**config.mk**
```make
export PLATFORM = sky130hd
export DESIGN_NAME = versatile_mem_ctrl_fifo_sched
export DESIGN_NICKNAME = d
export VERILOG_FILES = /design/src/rtl/versatile_mem_ctrl_fifo_sched_pkg.sv /design/src/rtl/versatile_mem_ctrl_rr_arb.sv /design/src/rtl/versatile_mem_ctrl_fifo_sched.sv
export SDC_FILE = /design/constraint.sdc
export NUM_CORES = 1
export LEC_CHECK = 0
export CAP_MARGIN = 10
export CORE_AREA = 2 2 293 295
export DETAILED_ROUTE_END_ITERATION = 6
export DIE_AREA = 0 0 295 297
export SKIP_LAST_GASP = 1
export SLEW_MARGIN = 20
export SYNTH_ARGS = -nofsm -noshare
export SYNTH_HDL_FRONTEND = slang
export SYNTH_SLANG_ARGS = --single-unit
```
**constraint.sdc**
```tcl
create_clock -name i_sdram_clk -period 5.65 [get_ports i_sdram_clk]
set_input_delay 1.13 -clock i_sdram_clk [delete_from_list [all_inputs] [get_ports i_sdram_clk]]
set_output_delay 1.13 -clock i_sdram_clk [all_outputs]
set_load 0.005 [all_outputs]
```
**src/rtl/versatile_mem_ctrl_fifo_sched_pkg.sv**
```systemverilog
// Shared definitions for the SDRAM-side FIFO scheduler: wishbone burst codes,
// egress address word layout, scheduler states and the burst length decode.
package versatile_mem_ctrl_fifo_sched_pkg;

    // Wishbone cycle type identifiers
    localparam logic [2:0] CTI_CLASSIC = 3'b000;
    localparam logic [2:0] CTI_CONST   = 3'b001;
    localparam logic [2:0] CTI_INC     = 3'b010;
    localparam logic [2:0] CTI_EOB     = 3'b111;

    // Wishbone burst type extensions
    localparam logic [1:0] BTE_LINEAR  = 2'b00;
    localparam logic [1:0] BTE_WRAP4   = 2'b01;
    localparam logic [1:0] BTE_WRAP8   = 2'b10;
    localparam logic [1:0] BTE_WRAP16  = 2'b11;

    // Address word field positions
    localparam int ADR_HI = 35;
    localparam int ADR_LO = 6;
    localparam int WE_BIT = 5;
    localparam int BTE_HI = 4;
    localparam int BTE_LO = 3;
    localparam int CTI_HI = 2;
    localparam int CTI_LO = 0;

    localparam int BUF_DEPTH = 16;

    // Packed view of the 36-bit egress address word, MSB first
    typedef struct packed {
        logic [ADR_HI-ADR_LO:0] adr;
        logic                   we;
        logic [BTE_HI-BTE_LO:0] bte;
        logic [CTI_HI-CTI_LO:0] cti;
    } adr_word_t;

    typedef enum logic [2:0] {
        S_IDLE,
        S_ADR,
        S_DEC,
        S_WFILL,
        S_CMD,
        S_WDATA,
        S_RDATA
    } sched_state_t;

    // Classic, end-of-burst and linear cycles are single beats; wrap bursts
    // take their length from BTE.
    function automatic logic [4:0] burst_len(input logic [2:0] cti, input logic [1:0] bte);
        if (cti == CTI_CLASSIC || cti == CTI_EOB || bte == BTE_LINEAR)
            return 5'd1;
        case (bte)
            BTE_WRAP4: return 5'd4;
            BTE_WRAP8: return 5'd8;
            default:   return 5'd16;
        endcase
    endfunction

endpackage

```
**src/rtl/versatile_mem_ctrl_rr_arb.sv**
```systemverilog
// N-way round-robin arbiter: grants the first requester above the pointer,
// wrapping modulo N. Pure combinational.
module versatile_mem_ctrl_rr_arb #(
    parameter int NR_PORTS = 3,
    parameter int PORT_W   = 2
) (
    input  logic [0:NR_PORTS-1] i_req,
    input  logic [PORT_W-1:0]   i_ptr,
    output logic [0:NR_PORTS-1] o_grant,
    output logic [PORT_W-1:0]   o_idx
);

    logic [PORT_W-1:0] w_j;
    logic              w_found;

    // Scan ptr+1, ptr+2, ... ptr+N (mod N) and take the first request
    always_comb begin
        o_grant = '0;
        o_idx   = '0;
        w_found = 1'b0;
        w_j     = '0;
        for (int k = 1; k <= NR_PORTS; k++) begin
            w_j = PORT_W'((int'(i_ptr) + k) % NR_PORTS);
            if (!w_found && i_req[w_j]) begin
                w_found    = 1'b1;
                o_grant[w_j] = 1'b1;
                o_idx      = w_j;
            end
        end
    end

endmodule

```
**src/rtl/versatile_mem_ctrl_fifo_sched.sv**
```systemverilog
// SDRAM-domain scheduler between the egress/ingress queue pair and the SDRAM
// core: picks a queue round-robin, decodes its address word, buffers write
// bursts, issues one command and steers read beats back to the right queue.
module versatile_mem_ctrl_fifo_sched
    import versatile_mem_ctrl_fifo_sched_pkg::*;
#(
    parameter int nr_of_wb_ports = 3,
    parameter int port_w         = 2
) (
    input  logic                      i_sdram_clk,
    input  logic                      i_sdram_rst,
    input  logic [0:nr_of_wb_ports-1] i_fifo_empty,
    input  logic [35:0]               i_fifo_dat,
    output logic [0:nr_of_wb_ports-1] o_fifo_re,
    output logic                      o_fifo_rd_adr,
    output logic                      o_fifo_rd_data,
    input  logic [0:nr_of_wb_ports-1] i_ingress_full,
    output logic                      o_fifo_wr,
    output logic [0:nr_of_wb_ports-1] o_fifo_we,
    output logic [31:0]               o_fifo_dat,
    output logic                      o_cmd_valid,
    input  logic                      i_cmd_ready,
    output logic                      o_cmd_we,
    output logic [29:0]               o_cmd_adr,
    output logic [1:0]                o_cmd_bte,
    output logic [4:0]                o_cmd_len,
    output logic [port_w-1:0]         o_cmd_port,
    input  logic                      i_wr_req,
    output logic                      o_wr_valid,
    output logic [31:0]               o_wr_dat,
    input  logic                      i_rd_valid,
    input  logic [31:0]               i_rd_dat
);

    sched_state_t                r_state, w_next;
    logic [port_w-1:0]           r_ptr, r_grant;
    logic [4:0]                  r_popped, r_cap, r_beats;
    logic                        r_pop_d;
    logic [31:0]                 r_buf [BUF_DEPTH];
    logic                        r_cmd_we;
    logic [29:0]                 r_cmd_adr;
    logic [1:0]                  r_cmd_bte;
    logic [4:0]                  r_cmd_len;
    logic [port_w-1:0]           r_cmd_port;
    logic                        r_wr_valid;
    logic [31:0]                 r_wr_dat;
    logic                        r_fifo_wr;
    logic [0:nr_of_wb_ports-1]   r_fifo_we;
    logic [31:0]                 r_fifo_dat;

    logic [0:nr_of_wb_ports-1]   w_req, w_arb_grant, w_grant_oh;
    logic [port_w-1:0]           w_arb_idx;
    logic                        w_arb_valid;
    adr_word_t                   w_dec;
    logic                        w_rd_adr, w_rd_data, w_cmd_valid, w_wbeat, w_rbeat;

    assign w_req       = ~i_fifo_empty;
    assign w_arb_valid = |w_arb_grant;
    assign w_dec       = adr_word_t'(i_fifo_dat);

    versatile_mem_ctrl_rr_arb #(
        .NR_PORTS (nr_of_wb_ports),
        .PORT_W   (port_w)
    ) u_arb (
        .i_req    (w_req),
        .i_ptr    (r_ptr),
        .o_grant  (w_arb_grant),
        .o_idx    (w_arb_idx)
    );

    // One-hot of the latched grant, used for both egress pops and ingress writes
    always_comb begin
        w_grant_oh          = '0;
        w_grant_oh[r_grant] = 1'b1;
    end

    // Next state and per-state strobes
    always_comb begin
        w_next      = r_state;
        w_rd_adr    = 1'b0;
        w_rd_data   = 1'b0;
        w_cmd_valid = 1'b0;
        w_wbeat     = 1'b0;
        w_rbeat     = 1'b0;
        case (r_state)
            S_IDLE:  if (w_arb_valid) w_next = S_ADR;
            S_ADR: begin
                w_rd_adr = 1'b1;
                w_next   = S_DEC;
            end
            S_DEC:   w_next = w_dec.we ? S_WFILL : S_CMD;
            S_WFILL: begin
                w_rd_data = (r_popped < r_cmd_len) && !i_fifo_empty[r_grant];
                if (r_cap == r_cmd_len) w_next = S_CMD;
            end
            S_CMD: begin
                // Reads wait for room in the target ingress queue before asking
                w_cmd_valid = r_cmd_we || !i_ingress_full[r_grant];
                if (w_cmd_valid && i_cmd_ready)
                    w_next = r_cmd_we ? S_WDATA : S_RDATA;
            end
            S_WDATA: begin
                w_wbeat = i_wr_req && (r_beats < r_cmd_len);
                if (w_wbeat && (r_beats + 5'd1 == r_cmd_len)) w_next = S_IDLE;
            end
            S_RDATA: begin
                w_rbeat = i_rd_valid;
                if (w_rbeat && (r_beats + 5'd1 == r_cmd_len)) w_next = S_IDLE;
            end
            default: w_next = S_IDLE;
        endcase
    end

    // State, burst bookkeeping and registered data-path outputs
    always_ff @(posedge i_sdram_clk or posedge i_sdram_rst) begin
        if (i_sdram_rst) begin
            r_state    <= S_IDLE;
            r_ptr      <= port_w'(nr_of_wb_ports - 1);
            r_grant    <= '0;
            r_popped   <= '0;
            r_cap      <= '0;
            r_beats    <= '0;
            r_pop_d    <= 1'b0;
            r_cmd_we   <= 1'b0;
            r_cmd_adr  <= '0;
            r_cmd_bte  <= '0;
            r_cmd_len  <= '0;
            r_cmd_port <= '0;
            r_wr_valid <= 1'b0;
            r_wr_dat   <= '0;
            r_fifo_wr  <= 1'b0;
            r_fifo_we  <= '0;
            r_fifo_dat <= '0;
        end else begin
            r_state <= w_next;
            r_pop_d <= w_rd_data;
            case (r_state)
                S_IDLE: if (w_arb_valid) r_grant <= w_arb_idx;
                S_DEC: begin
                    r_cmd_we   <= w_dec.we;
                    r_cmd_adr  <= w_dec.adr;
                    r_cmd_bte  <= w_dec.bte;
                    r_cmd_len  <= burst_len(w_dec.cti, w_dec.bte);
                    r_cmd_port <= r_grant;
                    r_popped   <= '0;
                    r_cap      <= '0;
                    r_beats    <= '0;
                end
                S_WFILL: begin
                    if (w_rd_data) r_popped <= r_popped + 5'd1;
                    if (r_pop_d)   r_cap    <= r_cap + 5'd1;
                end
                S_WDATA, S_RDATA: begin
                    if (w_wbeat || w_rbeat) r_beats <= r_beats + 5'd1;
                    if (w_next == S_IDLE)   r_ptr   <= r_grant;
                end
                default: ;
            endcase
            r_wr_valid <= w_wbeat;
            if (w_wbeat) r_wr_dat <= r_buf[r_beats[3:0]];
            r_fifo_wr  <= w_rbeat;
            r_fifo_we  <= w_rbeat ? w_grant_oh : '0;
            if (w_rbeat) r_fifo_dat <= i_rd_dat;
        end
    end

    // Write burst buffer; a word lands here the cycle after its pop
    always_ff @(posedge i_sdram_clk) begin
        if (r_pop_d) r_buf[r_cap[3:0]] <= i_fifo_dat[31:0];
    end

    assign o_fifo_rd_adr  = w_rd_adr;
    assign o_fifo_rd_data = w_rd_data;
    assign o_fifo_re      = (w_rd_adr || w_rd_data) ? w_grant_oh : '0;
    assign o_cmd_valid    = w_cmd_valid;
    assign o_cmd_we       = r_cmd_we;
    assign o_cmd_adr      = r_cmd_adr;
    assign o_cmd_bte      = r_cmd_bte;
    assign o_cmd_len      = r_cmd_len;
    assign o_cmd_port     = r_cmd_port;
    assign o_wr_valid     = r_wr_valid;
    assign o_wr_dat       = r_wr_dat;
    assign o_fifo_wr      = r_fifo_wr;
    assign o_fifo_we      = r_fifo_we;
    assign o_fifo_dat     = r_fifo_dat;

endmodule

```
Yosys cells after proc, flatten, opt, wreduce, memory -nomap -nowiden
Memories as Yosys holds them, arrays and structs flattened. A register that Yosys moved wholly into a read port is not among the register bits.
Index checks and enable logic that the tools add are counted.
- flip-flop bits (word level): 100
- memory bits (writable): 512
- input port bits: 79
- output and inout bits: 115
- word-level logic and storage cells: 149
- memories kept: 1
- add/sub/neg operators: 6
- divide/modulo/power cells: 3
- order comparisons: 10
- equal/unequal tests: 14
- muxes and demuxes: 59
- bitwise gates (word level): 7
- reductions and logical operators: 33
- memory list (name ; depth ; width ; read ports ; clocked after Yosys merged registers in ; write ports ; RTL line ; RTL):
    r_buf ; 16 ; 32 ; 1 ; 1 ; 1 ; versatile_mem_ctrl_fifo_sched.sv:39 ; logic [31:0] r_buf [BUF_DEPTH];
- operators with widths (cell ; count):
    $mod A32 B3 Y32 const B ; 3
    $pmux W5 S2 ; 4
    $mux W3 ; 11
    $mux W1 ; 25
    $mux W5 ; 5
    $pmux W3 S7 ; 1
    $add A5 B1 Y5 const B ; 3
    $eq A3 B3 Y1 const B ; 4
    $ge A3 B3 Y1 const B ; 4
    $lt A3 B1 Y1 const B ; 4
    $not A2 Y3 ; 4
    $logic_and A1 B1 Y1 ; 11
    $bmux W1 S2 ; 5
    $eq A5 B5 Y1 ; 2
    $lt A5 B5 Y1 ; 2
    $reduce_and A2 Y1 ; 5
    $logic_not A3 Y1 ; 3
    $demux W1 S2 ; 4
    $mux W2 ; 4
    $add A2 B2 Y3 const B ; 2
    $eq A3 B2 Y1 const B ; 2
    $ne A2 B2 Y1 const B ; 3
    $or A3 B3 Y3 ; 2
    $logic_or A1 B1 Y1 ; 5
    other kinds (10) ; 14

Logic depth before layout (Yosys ltp)
- word-level depth: 18
- mapped depth: 11

Modules after synthesis
Synthesis repeated with hierarchy kept, for this count alone.
- cells, all modules: 1409
- area total of the unflattened synthesis: 25410.6 µm²
- modules (own cells, without submodules) (module ; instances ; cells an instance ; area each (µm²) ; seq. area each (µm²)):
    versatile_mem_ctrl_fifo_sched ; 1 ; 1371 ; 25122.8 ; 18654.1
    versatile_mem_ctrl_rr_arb ; 1 ; 38 ; 287.8 ; 0.0

Worst setup path after synthesis
Ideal clock, no wire load.
- path type: reg-to-reg
- start: register r_cap[0]
- end: memory r_buf[0][0], enable pin
- library setup time: 0.461 ns
- data arrival time: 2.950 ns
- data required time: 5.189 ns
- slack: 2.239 ns
- stages on the path, launching flop included: 5
- clock period less this slack: 3.411 ns
- cells stage by stage: dfrtp_1 inv_1 ha_1 nand2_1 nor3_1
- RTL lines (item ; RTL line ; RTL):
    from (decl) ; versatile_mem_ctrl_fifo_sched.sv:37 ; logic [4:0] r_popped, r_cap, r_beats;
    from (signal assigned) ; versatile_mem_ctrl_fifo_sched.sv:151 ; if (r_pop_d) r_cap <= r_cap + 5'd1;
    to (decl) ; versatile_mem_ctrl_fifo_sched.sv:39 ;
No word-level cell before the write port.

Worst setup path after layout
- start: input i_fifo_empty[1] in the netlist's numbering
- end: output o_fifo_re[0] in the netlist's numbering
- cells in the longest elaborated chain, start to end: 8
- ends and longest elaborated chain (item ; RTL line ; RTL):
    from (decl) ; versatile_mem_ctrl_fifo_sched.sv:12 ; input logic [0:nr_of_wb_ports-1] i_fifo_empty,
    $bmux W1 S2 ; versatile_mem_ctrl_fifo_sched.sv:93 ; w_rd_data = (r_popped < r_cmd_len) && !i_fifo_empty[r_grant];
    $mux W1 (implied by the code) (2 in a row) ; versatile_mem_ctrl_fifo_sched.sv:93 ;
    $logic_not A1 Y1 ; versatile_mem_ctrl_fifo_sched.sv:93 ;
    $logic_and A1 B1 Y1 ; versatile_mem_ctrl_fifo_sched.sv:93 ;
    $mux W1 ; versatile_mem_ctrl_fifo_sched.sv:85 ; case (r_state)
    $logic_or A1 B1 Y1 ; versatile_mem_ctrl_fifo_sched.sv:174 ; assign o_fifo_re = (w_rd_adr || w_rd_data) ? w_grant_oh : '0;
    $mux W3 ; versatile_mem_ctrl_fifo_sched.sv:174 ;
    to (decl) ; versatile_mem_ctrl_fifo_sched.sv:14 ; output logic [0:nr_of_wb_ports-1] o_fifo_re,
No other way between the ends. The select of a mux whose other input is x is not followed.

==> flow_summary_export.csv <==
group,metric,value,unit
pwr,p_leak,10.4,nW
floorplan,core,84500,um^2
setup_path,worstSetupPathType,"primary input to output port",
yosys,avgSynthCellArea,19.0,um^2
sta,setup_viol,0,
global_route,grt_use_met1,0.169,
sta,finalHoldViolations,0,
cells_and_area,design_area,30900,um^2
yosys,syn_inst,1326,
global_route,antenna_found_initial,2,
floorplan,start_util,0.298,
cells_and_area,layoutNonFillerInstCount,2753,
cts,numCtsBuffers,70,
yosys,synth_top_area_share,0.611,
cts,ctsHoldBuffers,0,
floorplan,die_h,297,um
sta,setup_ws,1.30,ns
yosys,synth-main-ff-cell,"edfxtp_1",
hold_path,worstHoldPathType,"flip-flop to flip-flop",
drt,drtAntennaViolNets,0,
placed_design,io_buffers,192,
yosys,yosysWarnings,0,
cells_and_area,nets,1655,
sta,clock.fmax,0.230,GHz
drt,wl_per_cell,21.1,um
global_route,grtUsageMet3,0.0262,
sta,worst_pin_slew,0.990,ns
cells_and_area,drive_gt1_frac,0.217,
cells_and_area,final_common_cell,"edfxtp_1",
drt,via_per_inst,4.63,
pwr,power.total,13.5,mW
placed_design,dp_cells,2628,
cells_and_area,nFillCells,7759,
sta,min_period,4.35,ns
global_route,use_met2,0.229,
global_route,grt_max_degree,82,
cts,cts_tree,"yes",
setup_path,cp_data_arrival_time,3.22,ns
drt,dr.pass1.iters,5,
yosys,ys_ff_latch,643,
floorplan,ioPinCount,194,
drt,postRouteWirelength,58200,um
cells_and_area,layout_common_cells,"512 x edfxtp_1, 221 x nand2_1, 192 x clkdlybuf4s50_1",
cts,cts.clk_slew.worst_paths,0.05,ns
setup_path,required,4.52,ns
sta,rsz0062_at_grt,"false",
cts,post-cts-setup-buffers,0,
cells_and_area,area_delta_synth_final,22.6,%
placed_design,gp_congestion,0.759,
sta,tns,0,ns
sta,period_share,0.770,
cts,cts_root_buffer,"clkbuf_16",
cts,cts_sinks,643,
floorplan,die_area,87600,um^2
placed_design,hpwl,33400,um
sta,holdWs,0.471,ns
cells_and_area,post-route-util,0.365,
yosys,syn_area,25200,um^2
drt,first_iter_violations,904,
setup_path,worstPathMaxFanout,7,
yosys,yosys.area.top_type,"edfxtp_1",
sta,finalClockSkew,0.0449,ns
drt,vias,12747,
global_route,grt_pass1_vias,13621,
cts,clk_latency,0.61,ns
status,status,"finished clean",
placed_design,pre_cts_slack,1.33,ns
global_route,grt-busiest-layer,"met2",
global_route,grt_usage,0.134,
global_route,grt_pass1_wl,87100,um
yosys,seq_area_frac_synth,0.741,
cts,clk_path_buf_depth,3,
cells_and_area,antenna_cells,0,
job,drv_cap,0,
cts,post_cts_resized,0,
drt,drc,0,
setup_path,worstSetupEndpointType,"output port",
yosys,async_flop_share,0.204,
floorplan,rows,107,
pwr,max-vdd-ir-drop,212,uV
sta,relSlewSlack,0.336,
pwr,p_per_area,438,nW/um^2
sta,slew_violations,0,
yosys,syn_nets,1425,
global_route,overflow,0,
setup_path,cp-start-kind,"primary input",
yosys,synth_area_leaders,"edfxtp_1 61%, mux4_2 14%, dfrtp_1 13%, nand2_1 3.3%, mux2_2 1.5%",
cts,cts_max_level,3,
yosys,synth-edff-count,512,
placed_design,postPlaceCellArea,28600,um^2
floorplan,die_width,295,um
yosys,ys_types,58,
-- Yosys cell counts (2+ instances only) --
library cell	number
and2_1	5
inv_1	15
o22a_1	2
nor2b_1	6
xor2_1	4
nand3_1	9
inv_2	2
dfrtp_1	130
nand3b_1	2
xnor2_1	6
clkbuf_1	41
ha_1	20
a21oi_1	9
edfxtp_1	512
o22ai_1	2
o21ai_0	6
nand2_1	222
nor3_1	9
buf_6	9
nor3b_1	4
o31ai_1	2
mux4_2	160
mux2_2	34
nor2_1	34
a31oi_1	2
or3_1	3
buf_2	8
a21o_1	3
buf_1	5
nand2b_1	12
mux2_1	3
o21ai_1	12
a211oi_1	3
mux2i_1	6
-- area by class of cell --
class                           instances  area, um^2  share of cell area
Timing Repair Buffer                  222        2160              0.0700
Tap cell                             1144        1430              0.0464
Multi-Input combinational cell        602        6260               0.203
Inverter                               17        68.8             0.00223
Clock inverter                         39         448              0.0145
Sequential cell                       643       18700               0.605
Clock buffer                           86        1820              0.0590
-- layer usage --
metal | vias to the layer above | part of all wire
met1 | 6671 | 0.41
met4 | 2 | 0.028
met2 | 343 | 0.51
li1 | 5633 | -
met5 | - | 0.00022
met3 | 98 | 0.052
-- state kept, by name, indices dropped and copies added (netlist names), 2 cells and up --
name / cells
r_buf: 512
r_cap: 5
r_popped: 5
r_state: 3
o_cmd_port: 2
o_cmd_len: 4
o_wr_dat: 32
r_beats: 5
o_cmd_adr: 30
o_fifo_dat: 32
r_ptr: 2
r_grant: 2
o_cmd_bte: 2
o_fifo_we: 3
-- final timing paths --
| path | from | to | slack [ns] | cells after the start |
|---|---|---|---|---|
| hold reg to reg | o_cmd_adr[22] | o_cmd_adr[22] | 0.47 | 2 |
| setup reg to reg | r_beats[0] | o_wr_dat[31] | 2.55 | 4 |
| setup / recovery | i_fifo_empty[1] | o_fifo_re[0] | 1.30 | 7 |
| min in group asynchronous | i_sdram_rst | o_fifo_dat[25] | 1.04 | 2 |
| hold / removal | o_cmd_adr[22] | o_cmd_adr[22] | 0.47 | 2 |
| max in group asynchronous | i_sdram_rst | r_cap[3] | 3.60 | 3 |
-- cell families after synthesis --
group / count (synthesis) / synth area share
flops: 643 / 0.741
xor+xnor: 11 / 0.00443
other cells: 1 / 0.000149
compound gates: 54 / 0.0143
mux: 203 / 0.162
buf+inv: 81 / 0.0153
fa+ha+maj: 20 / 0.00995
simple gates: 313 / 0.0523
-- worst max-delay path: stages --
cell and delay (ns):
clkdlybuf4s50_1 0.53, a311oi_1 0.30, o21ai_1 0.14, a21oi_2 0.32, nor2_1 0.12, nor3_1 0.15
clkdlybuf4s50_1 0.53
-- report_power, final --
part | switching (mW) | total [mW] | internal, mW | leakage, nW
Sequential | 0.381 | 5.95 | 5.57 | 6.26
Combinational | 1.34 | 3.04 | 1.70 | 3.05
Clock | 1.84 | 4.52 | 2.68 | 1.10
Total | 3.56 | 13.5 | 9.94 | 10.4
Note: power is estimated with default switching activity, not from simulation.
